File: src/rtl/imm_ext_arbiter.sv
// -----------------------------------------------------------------------------
// imm_ext_arbiter
//
// Shares one registered sign-extender (SIZE_IN -> SIZE_OUT, one-clock latency)
// between two immediate requesters. Requesters are arbitrated round-robin. The
// winning operand is held on the extender input while the extender's latency
// elapses. The result then goes back to the winner, with an optional
// zero-extend override. Completed transactions are counted.
//
// Ports
//   clk, rst                       clock; synchronous active-high reset
//   reqN_valid/imm/zext/ready      requester N operand handshake (N = 0, 1)
//   respN_valid/ready              requester N result handshake
//   resp_data                      result shared by both requesters (0 outside RESP)
//   ext_valin                      drives the extender input (always op_q)
//   ext_extended                   extender registered output
//   done_count                     completed transactions, wraps at 16 bits
//
// state | meaning
// ------+------------------------------------------------------------------
// IDLE  | arbitrate; accept one operand into op_q
// EXT   | extender samples op_q at the closing edge
// RESP  | present result to owner; leave when the owner takes it
// -----------------------------------------------------------------------------
module imm_ext_arbiter #(
  parameter int SIZE_IN  = 10,
  parameter int SIZE_OUT = 32
) (
  input  logic                clk,
  input  logic                rst,
  input  logic                req0_valid,
  input  logic [SIZE_IN-1:0]  req0_imm,
  input  logic                req0_zext,
  output logic                req0_ready,
  input  logic                req1_valid,
  input  logic [SIZE_IN-1:0]  req1_imm,
  input  logic                req1_zext,
  output logic                req1_ready,
  output logic                resp0_valid,
  input  logic                resp0_ready,
  output logic                resp1_valid,
  input  logic                resp1_ready,
  output logic [SIZE_OUT-1:0] resp_data,
  output logic [SIZE_IN-1:0]  ext_valin,
  input  logic [SIZE_OUT-1:0] ext_extended,
  output logic [15:0]         done_count
);

  typedef enum logic [1:0] {
    ST_IDLE = 2'd0,
    ST_EXT  = 2'd1,
    ST_RESP = 2'd2
  } state_e;

  state_e             state_q, state_d;
  logic [SIZE_IN-1:0] op_q, op_d;
  logic               zext_q, zext_d;
  logic               owner_q, owner_d;
  logic               last_grant_q, last_grant_d;
  logic [15:0]        done_count_q, done_count_d;

  logic grant0;
  logic grant1;
  logic owner_resp_ready;

  // A lone requester always wins. On a tie, the one not granted last wins.
  // last_grant_q resets to 1 so requester 0 takes the first tie.
  assign grant0 = req0_valid & (~req1_valid | last_grant_q);
  assign grant1 = req1_valid & (~req0_valid | ~last_grant_q);

  // Only the owner's resp_ready can close a transaction.
  assign owner_resp_ready = owner_q ? resp1_ready : resp0_ready;

  always_comb begin
    state_d      = state_q;
    op_d         = op_q;
    zext_d       = zext_q;
    owner_d      = owner_q;
    last_grant_d = last_grant_q;
    done_count_d = done_count_q;
    req0_ready   = 1'b0;
    req1_ready   = 1'b0;
    resp0_valid  = 1'b0;
    resp1_valid  = 1'b0;
    resp_data    = '0;

    case (state_q)
      ST_IDLE: begin
        req0_ready = grant0;
        req1_ready = grant1;
        if (grant0) begin
          op_d         = req0_imm;
          zext_d       = req0_zext;
          owner_d      = 1'b0;
          last_grant_d = 1'b0;
          state_d      = ST_EXT;
        end else if (grant1) begin
          op_d         = req1_imm;
          zext_d       = req1_zext;
          owner_d      = 1'b1;
          last_grant_d = 1'b1;
          state_d      = ST_EXT;
        end
      end

      ST_EXT: begin
        state_d = ST_RESP;
      end

      ST_RESP: begin
        resp0_valid = ~owner_q;
        resp1_valid = owner_q;
        // Zero-extend override: keep only the raw immediate bits of the result.
        resp_data   = zext_q ? {{(SIZE_OUT-SIZE_IN){1'b0}}, ext_extended[SIZE_IN-1:0]}
                             : ext_extended;
        if (owner_resp_ready) begin
          done_count_d = done_count_q + 16'd1;
          state_d      = ST_IDLE;
        end
      end

      default: begin
        state_d = ST_IDLE;
      end
    endcase
  end

  always_ff @(posedge clk) begin
    if (rst) begin
      state_q      <= ST_IDLE;
      op_q         <= '0;
      zext_q       <= 1'b0;
      owner_q      <= 1'b0;
      last_grant_q <= 1'b1;
      done_count_q <= 16'd0;
    end else begin
      state_q      <= state_d;
      op_q         <= op_d;
      zext_q       <= zext_d;
      owner_q      <= owner_d;
      last_grant_q <= last_grant_d;
      done_count_q <= done_count_d;
    end
  end

  // op_q only changes on accept, so the extender input is stable through EXT and RESP.
  assign ext_valin  = op_q;
  assign done_count = done_count_q;

endmodule

File: config.mk
export PLATFORM = sky130hd
export DESIGN_NAME = imm_ext_arbiter
export DESIGN_NICKNAME = d
export VERILOG_FILES = /design/src/rtl/imm_ext_arbiter.sv
export SDC_FILE = /design/constraint.sdc
export NUM_CORES = 1
export LEC_CHECK = 0
export CORE_MARGIN = 8
export CORE_UTILIZATION = 37
export DETAILED_ROUTE_END_ITERATION = 10
export HOLD_SLACK_MARGIN = 0.02
export PLACE_DENSITY = 0.87
export SLEW_MARGIN = 20
export SYNTH_ARGS = -nofsm -noshare
export SYNTH_HDL_FRONTEND = slang
export SYNTH_SLANG_ARGS = --single-unit
File: constraint.sdc
create_clock -name clk -period 2.95 [get_ports clk]
set_clock_uncertainty 0.1 [all_clocks]
set_input_delay 0.59 -clock clk [delete_from_list [all_inputs] [get_ports clk]]
set_output_delay 0.59 -clock clk [all_outputs]
set_load 0.1 [all_outputs]
Word level (Yosys, flattened, before mapping)
Index checks and enable logic that the tools add are counted.
Widths: inputs -> output; s select.
- register bits after elaboration: 31
- input port bits: 60
- output and inout bits: 62
- word-level logic and storage cells: 41
- add/sub/neg operators: 1
- equal/unequal tests: 4
- mux-type cells: 17
- bitwise gates (word level): 8
- reductions and logical operators: 5
- operators with widths (kind ; count):
    $mux 32 ; 2
    $mux 10 ; 2
    $add 16x1->16 const B ; 1
    $mux 1 ; 9
    $mux 2 ; 3
    $pmux 2 s3 ; 1
    $reduce_and 2->1 ; 3
    $not 1->1 ; 4
    $ne 3x3->1 const B ; 1
    $and 1x1->1 ; 2
    $eq 2x1->1 const B ; 1
    $eq 2x2->1 const B ; 1
    $logic_not 2->1 ; 1
    $ne 2x2->1 const B ; 1
    $or 1x1->1 ; 2
    $reduce_bool 2->1 ; 1

Longest topological paths before layout
Gate-level depths: netlist (run 1).
- depth in word-level cells: 6
- depth in mapped cells: 5
- depth with buffers taken out: 5

Least setup slack after synthesis (run 1)
OpenSTA, ideal clock, no wires.
- kind: input to output
- start: input port req1_valid
- end: output port req0_ready
- arrival: 3.039 ns
- data required time: 2.260 ns
- setup slack: -0.779 ns
- stages on the path: 4
- buffers on the path: 1
- cell sequence: inv_1 o21ai_1 buf_2 nor3_1
- longest elaborated chain between the ends: 4
- ends and longest elaborated chain (element ; RTL line ; source):
    start: declaration ; 35 ; input logic req1_valid,
    $not 1->1 ; 68 ; assign grant0 = req0_valid & (~req1_valid | last_grant_q);
    $or 1x1->1 ; 68 ;
    $and 1x1->1 ; 68 ;
    $mux 1 ; 87 ; case (state_q)
    end: declaration ; 34 ; output logic req0_ready,
Every way passes these cells.

Worst setup path in the final report (run 1)
- start: register state_q[1]
- end: output port resp_data[23]
- longest elaborated chain between the ends: 2
- ends and longest elaborated chain (element ; RTL line ; source):
    start: declaration ; 55 ; state_e state_q, state_d;
    start signal: assignment ; 137 ; state_q <= state_d;
    $eq 2x2->1 ; 87 ;
    $mux 32 ; 87 ;
    end: declaration ; 43 ; output logic [SIZE_OUT-1:0] resp_data,
Every way passes these cells.

==> results of run 1 <==
==> worst max-delay path, cell delays in order, from the launching register on <==
cell	delay, ns
dfxtp_1	0.46
or2b_1	0.30
nor2_1	0.11
buf_4	0.21
and2_1	0.20
buf_12	0.18
==> cells by family (layout without fill, tap and decap cells) <==
| logic type | count (synthesis) | count (layout) |
|---|---|---|
| flip-flops | 31 | 31 |
| XOR/XNOR | 9 | 9 |
| AO/OA/AOI/OAI | 26 | 26 |
| buffers and inverters | 12 | 135 |
| adder cells (fa/ha/maj) | 1 | 1 |
| multiplexers | 15 | 15 |
| AND/OR/NAND/NOR | 103 | 103 |
==> through the flow <==
stage	cell area (sq um)	total power, W	instances	setup slack (ns)
2_1_floorplan	1640	0.000851	197	0.105
3_3_place_gp	3200	0.00107	365	0.594
3_5_place_dp	3200	0.00108	365	0.510
4_1_cts	3290	0.00142	372	0.492
5_1_grt	3290	0.00146	372	0.357
6_report	3290	0.00141	372	0.507
==> routing by layer <==
metal | GRT usage | routed length, um | vias to the layer above
met4 | 0.0552 | 72 | 0
met5 | 0 | 0 | -
li1 | - | - | 919
met2 | 0.316 | 3160 | 96
met1 | 0.162 | 2210 | 804
met3 | 0.0693 | 738 | 8
==> flip-flops by register name, summed over array words and instances, names as in the netlist <==
name,count
done_count,16
ext_valin,10
last_grant_q,1
owner_q,1
state_q,2
zext_q,1
==> path summary, 6_finish.rpt <==
kind	from	end	slack, ns	cells past startpoint
min reg2reg	ext_valin[8]$_SDFFE_PP0P_	ext_valin[8]$_SDFFE_PP0P_	0.40	2
max reg2reg	done_count[0]$_SDFFE_PP0P_	done_count[12]$_SDFFE_PP0P_	0.97	5
max	state_q[1]$_SDFFE_PP0P_	resp_data[23]	0.51	5
min	ext_valin[8]$_SDFFE_PP0P_	ext_valin[8]$_SDFFE_PP0P_	0.40	2
==> cell usage in the layout, fill, tap and decap left out, types with 2 or more instances in the layout <==
cell / Yosys / routed
clkdlybuf4s50_1: 0 / 59
buf_12: 0 / 35
and2_1: 33 / 33
buf_4: 0 / 33
nor2_1: 32 / 32
dfxtp_1: 31 / 31
mux2i_1: 12 / 12
a211oi_1: 11 / 11
xnor2_1: 9 / 9
a21oi_1: 8 / 8
nand2_1: 6 / 6
clkbuf_8: 0 / 6
nor2b_1: 5 / 5
nand3_1: 5 / 5
nor4_1: 4 / 4
nor3_1: 4 / 3
mux2_2: 3 / 3
nand4_1: 2 / 2
o21ai_0: 2 / 2
==> power groups by stage <==
stage	registers [W]	clock network [W]	logic, W
after floorplan	0.000597	0	0.000253
after global placement	0.000471	0	0.000603
after detailed placement	0.000472	0	0.000611
after CTS	0.000463	0.000341	0.000612
after global routing	0.000467	0.000360	0.000632
final	0.000464	0.000335	0.000608
==> cell type report <==
class	instances	share of cell area
tap	52	0.0198
multi-input combinational	154	0.296
inverter	1	0.00114
clock buffer	6	0.0251
timing repair buffer	127	0.468
clock inverter	1	0.00152
sequential	31	0.189
==> summary.md, run 1 <==
| Metric | Value |
|---|---|
| Initial antenna violation count | 0 |
| Initial Util | 0.381 |
| Final hold vios | 0 |
| Post-synth EDFFs | 0 |
| Area of the multi-input gates | roughly 970 sq um |
| Final setup TNS | 0 ns |
| Leading area contributor after synthesis | dfxtp_1 |
| Number of CTS-inserted buffers | 5 |
| CTS sink cnt | 31 |
| Crit path time final | 2.44 ns |
| FF/Latch Area | around 620 sq um |
| Worst-margin pin slew | 0.709 ns |
| WS Path Type | reg2out |
| Total core area | roughly 4300 sq um |
| Syn Nets | 258 |
| Xor/xnor share of the synthesized area | 0.0482 |
| # IOs | 122 |
| Cells after Synth | just under 200 |
| Fmax achieved | 0.409 GHz |
| Die Span X | about 83 um |
| Final nets | 381 |
| Startpoint Class | flop |
| Area contributors post-synth | dfxtp_1 (38%), and2_1 (13%), mux2i_1 (7.3%) |
| Detailed placement HPWL | around 5.2 mm |
| Drt wl/cell | approximately 17 um |
| Area growth, synth to finish | 101% |
| Clock power frac | 0.238 |
| Critical path endpoint category | output pin |
| DIE AREA | 6810 sq um |
| Setup bufs post-CTS | 0 |
| Synth top area share | 0.379 |
| Clk buf depth | 2 |
| Hold Slack | about 0.4 ns |
| DR vias/cell | ~4.9 |
| Drt drc | 0 |
| Switching fraction of total power | 0.400 |
| Required time of the critical path | about 2.3 ns |
| Later-pin clock latency in the skew report | roughly 0.28 ns |
| Setup-failing EPs final | 0 |
| Grt total ovfl | 0 |
| RePlAce Congestion | 0.885 |
| VDD IR-drop max | about 0.34 mV |
| Critical path peak fanout | 22 |
| Gr usage total | 0.168 |
| Status | completed |
| WP data arrival | 1.75 ns |
| Die height | just over 80 um |
| Logic pwr share | 0.433 |
| Mux cell area share after synthesis | 0.0940 |
| Syn Std Cell Area | about 1600 sq um |
| Leakage | ~1.3 nW |
| Final core utilization | 0.766 |
| First-pass GRT wire length | just under 9 mm |
| Crit share post-route | 0.828 |
| Routed Antenna Nets | 0 |
| Synth Area in Adders | 0.00765 |
| Largest net degree at the start of global routing | 24 |
| Synth top cells by count | and2_1 (33), nor2_1 (32), dfxtp_1 (31) |
| Layout cells sized above 1 | 0.256 |
| Synth cell types | 37 |
| NetSw | between 0.0005 and 0.0006 W |
| P_int | between 0.0008 and 0.0009 W |
| Post-Syn Area per Cell | 8.31 sq um |
| Antenna cells | 0 |
| Final wirelength | just over 6 mm |
| #FFs+latches synth | 31 |
| Power per cell area | between 400 and 500 nW/um^2 |
| Root Buffer | clkbuf_8 |
| Largest family of logic cells by synthesized area | simple AND/OR/NAND/NOR gates |
| Number of fillers in the final layout | 275 |
| Compound-Gate Fraction of Synth Area | 0.102 |
| H-Tree Depth | 2 |
| Synth warn | 0 |
| Initial drt markers | 36 |
| RSZ-0062 raised after global routing | false |
| Final max-slew violation count | 0 |
| Slew HR | 0.526 |
| Row count | 24 |
| Worst-path clk slew | approximately 0.070 ns |
| Synth Flop Type | dfxtp_1 |
| CTS tree | built |
| Drt pass-1 iters | 4 |
| FFs w/ async S/R, synth | 0 |
| Hold Crit Class | reg2reg |
| Synth Area in Simple Gates | 0.340 |
| Hold Buf Count CTS | 0 |
| Maxcap violations | 0 |
| Vias | 1827 |
| Vias in the first global route | about 1800 |
| Flop pwr share | 0.330 |
| Seq/Total Area, Yosys | 0.379 |
| Most frequent cell after synthesis | and2_1 |
| CTS resizes | 0 |
| Input/output buffers | roughly 120 |
Power figures use the tool's default switching activity.
==> run 2: changes to the inputs <==
--- a/config.mk
+++ b/config.mk
@@ -6,10 +6,10 @@
 export NUM_CORES = 1
 export LEC_CHECK = 0
 export CORE_MARGIN = 8
-export CORE_UTILIZATION = 37
+export CORE_UTILIZATION = 34
 export DETAILED_ROUTE_END_ITERATION = 10
 export HOLD_SLACK_MARGIN = 0.02
-export PLACE_DENSITY = 0.87
+export PLACE_DENSITY = 0.8
 export SLEW_MARGIN = 20
 export SYNTH_ARGS = -nofsm -noshare
 export SYNTH_HDL_FRONTEND = slang
==> constraint.sdc (replaced) <==
create_clock -name clk -period 2.39 [get_ports clk]
set_clock_uncertainty 0.1 [all_clocks]
set_input_delay 0.478 -clock clk [delete_from_list [all_inputs] [get_ports clk]]
set_output_delay 0.478 -clock clk [all_outputs]
set_load 0.1 [all_outputs]
==> summary.md, run 2 (synthesized netlist as in run 1, its figures left out) <==
| Metric | Value |
|---|---|
| Number of CTS-inserted buffers | 5 |
| Setup-failing EPs final | 0 |
| WS Path Type | reg2out |
| NetSw | 0.000700 W |
| Number of fillers in the final layout | 373 |
| Global route hottest layer | met2 |
| Met2 Resource Use GR | 0.300 |
| Area of the multi-input gates | between 900 and 1000 sq um |
| Final core utilization | 0.717 |
| WP data arrival | 1.68 ns |
| Logic pwr share | 0.427 |
| Crit share post-route | 0.945 |
| Fmax achieved | roughly 0.44 GHz |
| Drt drc | 0 |
| Total power | 0.00179 W |
| FF/Latch Area | 629 sq um |
| Clk buf depth | 2 |
| Cell family with the largest share of critical-path delay | simple AND/OR/NAND/NOR gates |
| VDD IR-drop max | between 0.4 and 0.5 mV |
| H-Tree Depth | 2 |
| Flop pwr share | 0.320 |
| DIE AREA | 7290 sq um |
| First-pass GRT wire length | approximately 9.5 mm |
| Vias | approximately 1900 |
| Most common cell after layout, fill and taps aside | clkdlybuf4s50_1 |
| Required time of the critical path | about 1.8 ns |
| RePlAce Congestion | roughly 0.81 |
| Initial drt markers | between 40 and 50 |
| Initial antenna violation count | 0 |
| Final nets | 383 |
| Hold Crit Class | reg2reg |
| # IOs | approximately 120 |
| Final wirelength | around 6 mm |
| Area growth, synth to finish | 105% |
| Clock power frac | 0.253 |
| Detailed placement HPWL | around 4.9 mm |
| Drt wl/cell | approximately 16 um |
| Grt total ovfl | 0 |
| Antenna cells | 0 |
| Crit path time final | approximately 2.3 ns |
| Vias in the first global route | between 1500 and 2000 |
| Critical path endpoint category | output pin |
| Hold Buf Count CTS | 0 |
| Cell area after layout | 3360 sq um |
| Critical path peak fanout | 22 |
| Later-pin clock latency in the skew report | roughly 0.28 ns |
| Drt pass-1 iters | 4 |
| Most frequent cells in the layout | clkdlybuf4s50_1 (59), buf_12 (36), and2_1 (33), buf_4 (33), nor2_1 (31) |
| Row count | 25 |
| Startpoint Class | flop |
| Switching fraction of total power | 0.392 |
| Final max-slew violation count | 0 |
| Die Span X | between 80 and 90 um |
| Gr usage total | 0.161 |
| Slew HR | 0.580 |
| Routing usage on met1 | 0.166 |
| Leakage | 1.37 nW |
| Input/output buffers | around 120 |
| Final hold vios | 0 |
| Routed Antenna Nets | 0 |
| Largest stage delay on the critical path | about 0.4 ns |
| Slowest CP cell | dfxtp_2 |
| Layout cells sized above 1 | 0.291 |
| Max reg flops | 16 |
| Total core area | approximately 4700 sq um |
| RSZ-0062 raised after global routing | false |
| WP buf/inv | 2 |
| Worst-margin pin slew | around 0.63 ns |
| Maxcap violations | 0 |
| Worst-path clk slew | ~0.070 ns |
| Root Buffer | clkbuf_8 |
| CP cell instances | or2b_1 > nor2_1 > buf_6 > and2_1 > buf_12 |
| P_int | around 0.0011 W |
| DR vias/cell | between 4 and 5 |
| Largest net degree at the start of global routing | 24 |
| Met3 usage | 0.0627 |
| Hold Slack | slightly below 0.4 ns |
| Placed inst area | 3250 sq um |
| Initial Util | 0.349 |
| CTS tree | built |
| Status | completed |
| CTS sink cnt | 31 |
| Die height | 85.4 um |
| Power per cell area | between 500 and 600 nW/um^2 |
-- run 2: metrics by stage --
step	TNS, ns	std cells	setup WS (ns)
2_1_floorplan	-0.808	197	-0.0404
3_3_place_gp	0	369	0.171
3_5_place_dp	0	369	0.121
4_1_cts	0	377	0.00778
5_1_grt	0	377	0.00122
6_report	0	377	0.132
-- run 2: layout make-up --
cell class                      count  area share
Inverter                            1     0.00112
Clock buffer                        7      0.0287
Clock inverter                      1     0.00223
Tap cell                           54      0.0201
Timing Repair Buffer              129       0.467
Sequential cell                    31       0.187
Multi-Input combinational cell    154       0.294
-- run 2: worst paths after layout --
check | depth (start not counted) | slack, ns | start | to
min reg2reg | 2 | 0.40 | zext_q$_SDFFE_PP0P_ | zext_q$_SDFFE_PP0P_
max | 5 | 0.13 | state_q[1]$_SDFFE_PP0P_ | resp_data[28]
max reg2reg | 5 | 0.48 | done_count[0]$_SDFFE_PP0P_ | done_count[12]$_SDFFE_PP0P_
min | 2 | 0.40 | zext_q$_SDFFE_PP0P_ | zext_q$_SDFFE_PP0P_
-- run 2: per-layer routing --
metal / part of all wire / vias up
met2: 0.54 / 54
met1: 0.38 / 871
met4: 0.0049 / 0
met3: 0.075 / 4
met5: 0 / -
li1: - / 928
-- run 2: tightest hold or removal path: stages, from the launching register on --
cell and delay (ns):
dfxtp_1 0.31, nor2_1 0.09, a211oi_1 0.05
-- run 2: timing repair --
action,CTS,global route
setup endpoints to repair,0,22
gates resized for setup,0,2
buffers inserted,0,0
-- run 2: power by group through the flow --
| stage | sequential (W) | combinational (W) | clock (W) |
|---|---|---|---|
| final | 0.000573 | 0.000762 | 0.000452 |
| after global routing | 0.000577 | 0.000796 | 0.000482 |
| after CTS | 0.000572 | 0.000768 | 0.000462 |
| after detailed placement | 0.000583 | 0.000767 | 0 |
| after global placement | 0.000582 | 0.000757 | 0 |
| after floorplan | 0.000739 | 0.000315 | 0 |
==> run 3: changes to the inputs <==
--- a/config.mk
+++ b/config.mk
@@ -5,12 +5,11 @@
 export SDC_FILE = /design/constraint.sdc
 export NUM_CORES = 1
 export LEC_CHECK = 0
-export CORE_MARGIN = 8
+export CORE_MARGIN = 1
 export CORE_UTILIZATION = 34
 export DETAILED_ROUTE_END_ITERATION = 10
 export HOLD_SLACK_MARGIN = 0.02
 export PLACE_DENSITY = 0.8
-export SLEW_MARGIN = 20
 export SYNTH_ARGS = -nofsm -noshare
 export SYNTH_HDL_FRONTEND = slang
 export SYNTH_SLANG_ARGS = --single-unit
==> summary.md, run 3 (synthesized netlist as in run 1, its figures left out) <==
| Metric | Value |
|---|---|
| RePlAce Congestion | between 0.8 and 0.9 |
| Gr usage total | 0.202 |
| Final hold vios | 0 |
| CTS tree | built |
| Fmax achieved | around 0.44 GHz |
| Worst-margin pin slew | roughly 0.45 ns |
| Initial Util | 0.363 |
| Drt pass-1 iters | 7 |
| Clk buf depth | 2 |
| Area growth, synth to finish | 106% |
| Die Span X | just over 70 um |
| Cell area after layout | roughly 3400 sq um |
| Required time of the critical path | 1.81 ns |
| Hold Buf Count CTS | 0 |
| Initial antenna violation count | 0 |
| Vias in the first global route | 1691 |
| Final nets | roughly 380 |
| CP Capture Point | resp_data[28] |
| Grt total ovfl | 0 |
| Slew HR | 0.694 |
| Later-pin clock latency in the skew report | roughly 0.28 ns |
| VDD IR-drop max | around 0.35 mV |
| Most common cell after layout, fill and taps aside | clkdlybuf4s50_1 |
| Largest stage delay on the critical path | roughly 0.38 ns |
| Detailed placement HPWL | roughly 4.0 mm |
| Worst-path clk slew | 0.06 ns |
| Failing checks | design-rule violations |
| Layout cells sized above 1 | 0.290 |
| WS Path Type | reg2out |
| Final wirelength | just over 5 mm |
| Initial drt markers | about 120 |
| CP cell instances | or2b_1 > nor2_1 > buf_6 > and2_1 > buf_12 |
| Final setup TNS | 0 ns |
| Critical path endpoint category | output pin |
| # IOs | between 100 and 150 |
| First-pass GRT wire length | 7.98 mm |
| Worst r2r src | done_count[0]$_SDFFE_PP0P_ |
| Max reg flops | 16 |
| Placed inst area | 3260 sq um |
| Setup bufs post-CTS | 0 |
| Row count | 24 |
| H-Tree Depth | 2 |
| Pre-CTS setup slack | ~0.19 ns |
| Total core area | between 4000 and 5000 sq um |
| Final max-slew violation count | 0 |
| Power per cell area | 531 nW/um^2 |
| Hold Slack | about 0.40 ns |
| WP data arrival | about 1.7 ns |
| FF-to-FF End | done_count[12]$_SDFFE_PP0P_ |
| Leakage | ~1.4 nW |
| RSZ-0062 raised after global routing | false |
| Routed Antenna Nets | 0 |
| Drt drc | 5 |
| Number of CTS-inserted buffers | 5 |
| Crit share post-route | 0.949 |
| Status | finished with violations |
| Critical path peak fanout | 22 |
| Crit path time final | around 2.3 ns |
| Input/output buffers | roughly 120 |
| Startpoint Class | flop |
| Slowest CP cell | dfxtp_1 |
| CTS sink cnt | 31 |
| Setup-failing EPs final | 0 |
| Number of fillers in the final layout | 327 |
| Drt wl/cell | 13.6 um |
| Final core utilization | 0.749 |
| Hold Crit Class | reg2reg |
| Hold Path Stages | 2 |
| Root Buffer | clkbuf_8 |
| Antenna cells | 0 |
| Setup ws final | between 0.1 and 0.15 ns |
| DIE AREA | a little over 5000 sq um |
| Most frequent cells in the layout | clkdlybuf4s50_1 (59), buf_12 (38), and2_1 (32) |
| Vias | ~1800 |
| DR vias/cell | 4.94 |
| Critical path launch point | state_q[0]$_SDFFE_PP0P_ |
| Die height | just over 70 um |
| R2R Setup Slk | between 0.5 and 0.6 ns |
| Maxcap violations | 0 |
| Largest net degree at the start of global routing | 36 |
| Worst Reg-to-Reg Cells | 5 |
[run 3: cell types whose count changed in the layout (fill, tap and decap cells not counted)]
cell | previous run | this run
buf_12 | 36 | 38
dfxtp_4 | 0 | 1
buf_4 | 33 | 29
dfxtp_2 | 7 | 6
and2_4 | 0 | 1
and2_1 | 33 | 32
[run 3: worst min path at each step]
| stage | start | endpoint | slack (ns) |
|---|---|---|---|
| floorplan | zext_q$_SDFFE_PP0P_ | zext_q$_SDFFE_PP0P_ | 0.38 |
| global placement | ext_valin[5]$_SDFFE_PP0P_ | ext_valin[5]$_SDFFE_PP0P_ | 0.39 |
| detailed placement | ext_valin[9]$_SDFFE_PP0P_ | ext_valin[9]$_SDFFE_PP0P_ | 0.40 |
| CTS | ext_valin[9]$_SDFFE_PP0P_ | ext_valin[9]$_SDFFE_PP0P_ | 0.40 |
| global route | ext_valin[7]$_SDFFE_PP0P_ | ext_valin[7]$_SDFFE_PP0P_ | 0.43 |
| finish | ext_valin[9]$_SDFFE_PP0P_ | ext_valin[9]$_SDFFE_PP0P_ | 0.40 |
[run 3: per-layer routing]
layer / vias to the layer above / part of all wire / GRT usage
li1: 922 / - / -
met5: - / 0 / 0
met4: 0 / 0.012 / 0.0689
met3: 6 / 0.065 / 0.0577
met1: 855 / 0.39 / 0.244
met2: 60 / 0.53 / 0.345
[run 3: layout make-up]
type | count | area, sq um | area share
timing repair buffer | 127 | 1580 | 0.468
clock buffer | 7 | 96.3 | 0.0286
sequential | 31 | 632 | 0.187
inverter | 1 | 3.75 | 0.00111
clock inverter | 1 | 7.51 | 0.00222
multi-input combinational | 154 | 990 | 0.293
tap | 52 | 65.1 | 0.0193
[run 3: through the flow]
stage / power (W) / cells
finish: 0.00179 / 373
detailed placement: 0.00135 / 365
global placement: 0.00134 / 365
CTS: 0.00181 / 373
floorplan: 0.00105 / 197
global route: 0.00186 / 373
[run 3: timing repair]
item,4_1_cts,5_1_grt
pin swaps,0,0
setup endpoints to repair,16,22
resized for setup,1,3
hold endpoints to repair,0,0
[run 3: worst max-delay path: cells and delay by family, from the launching register on]
kind | cells | cell delay (ns)
buf+inv | 2 | 0.36
flops | 1 | 0.38
simple gates | 3 | 0.65
[run 3: report_power, final]
group / internal, W / switching (W) / total (W)
Clock: 0.000262 / 0.000192 / 0.000454
Combinational: 0.000282 / 0.000483 / 0.000765
Sequential: 0.000548 / 0.0000250 / 0.000573
Total: 0.00109 / 0.000700 / 0.00179
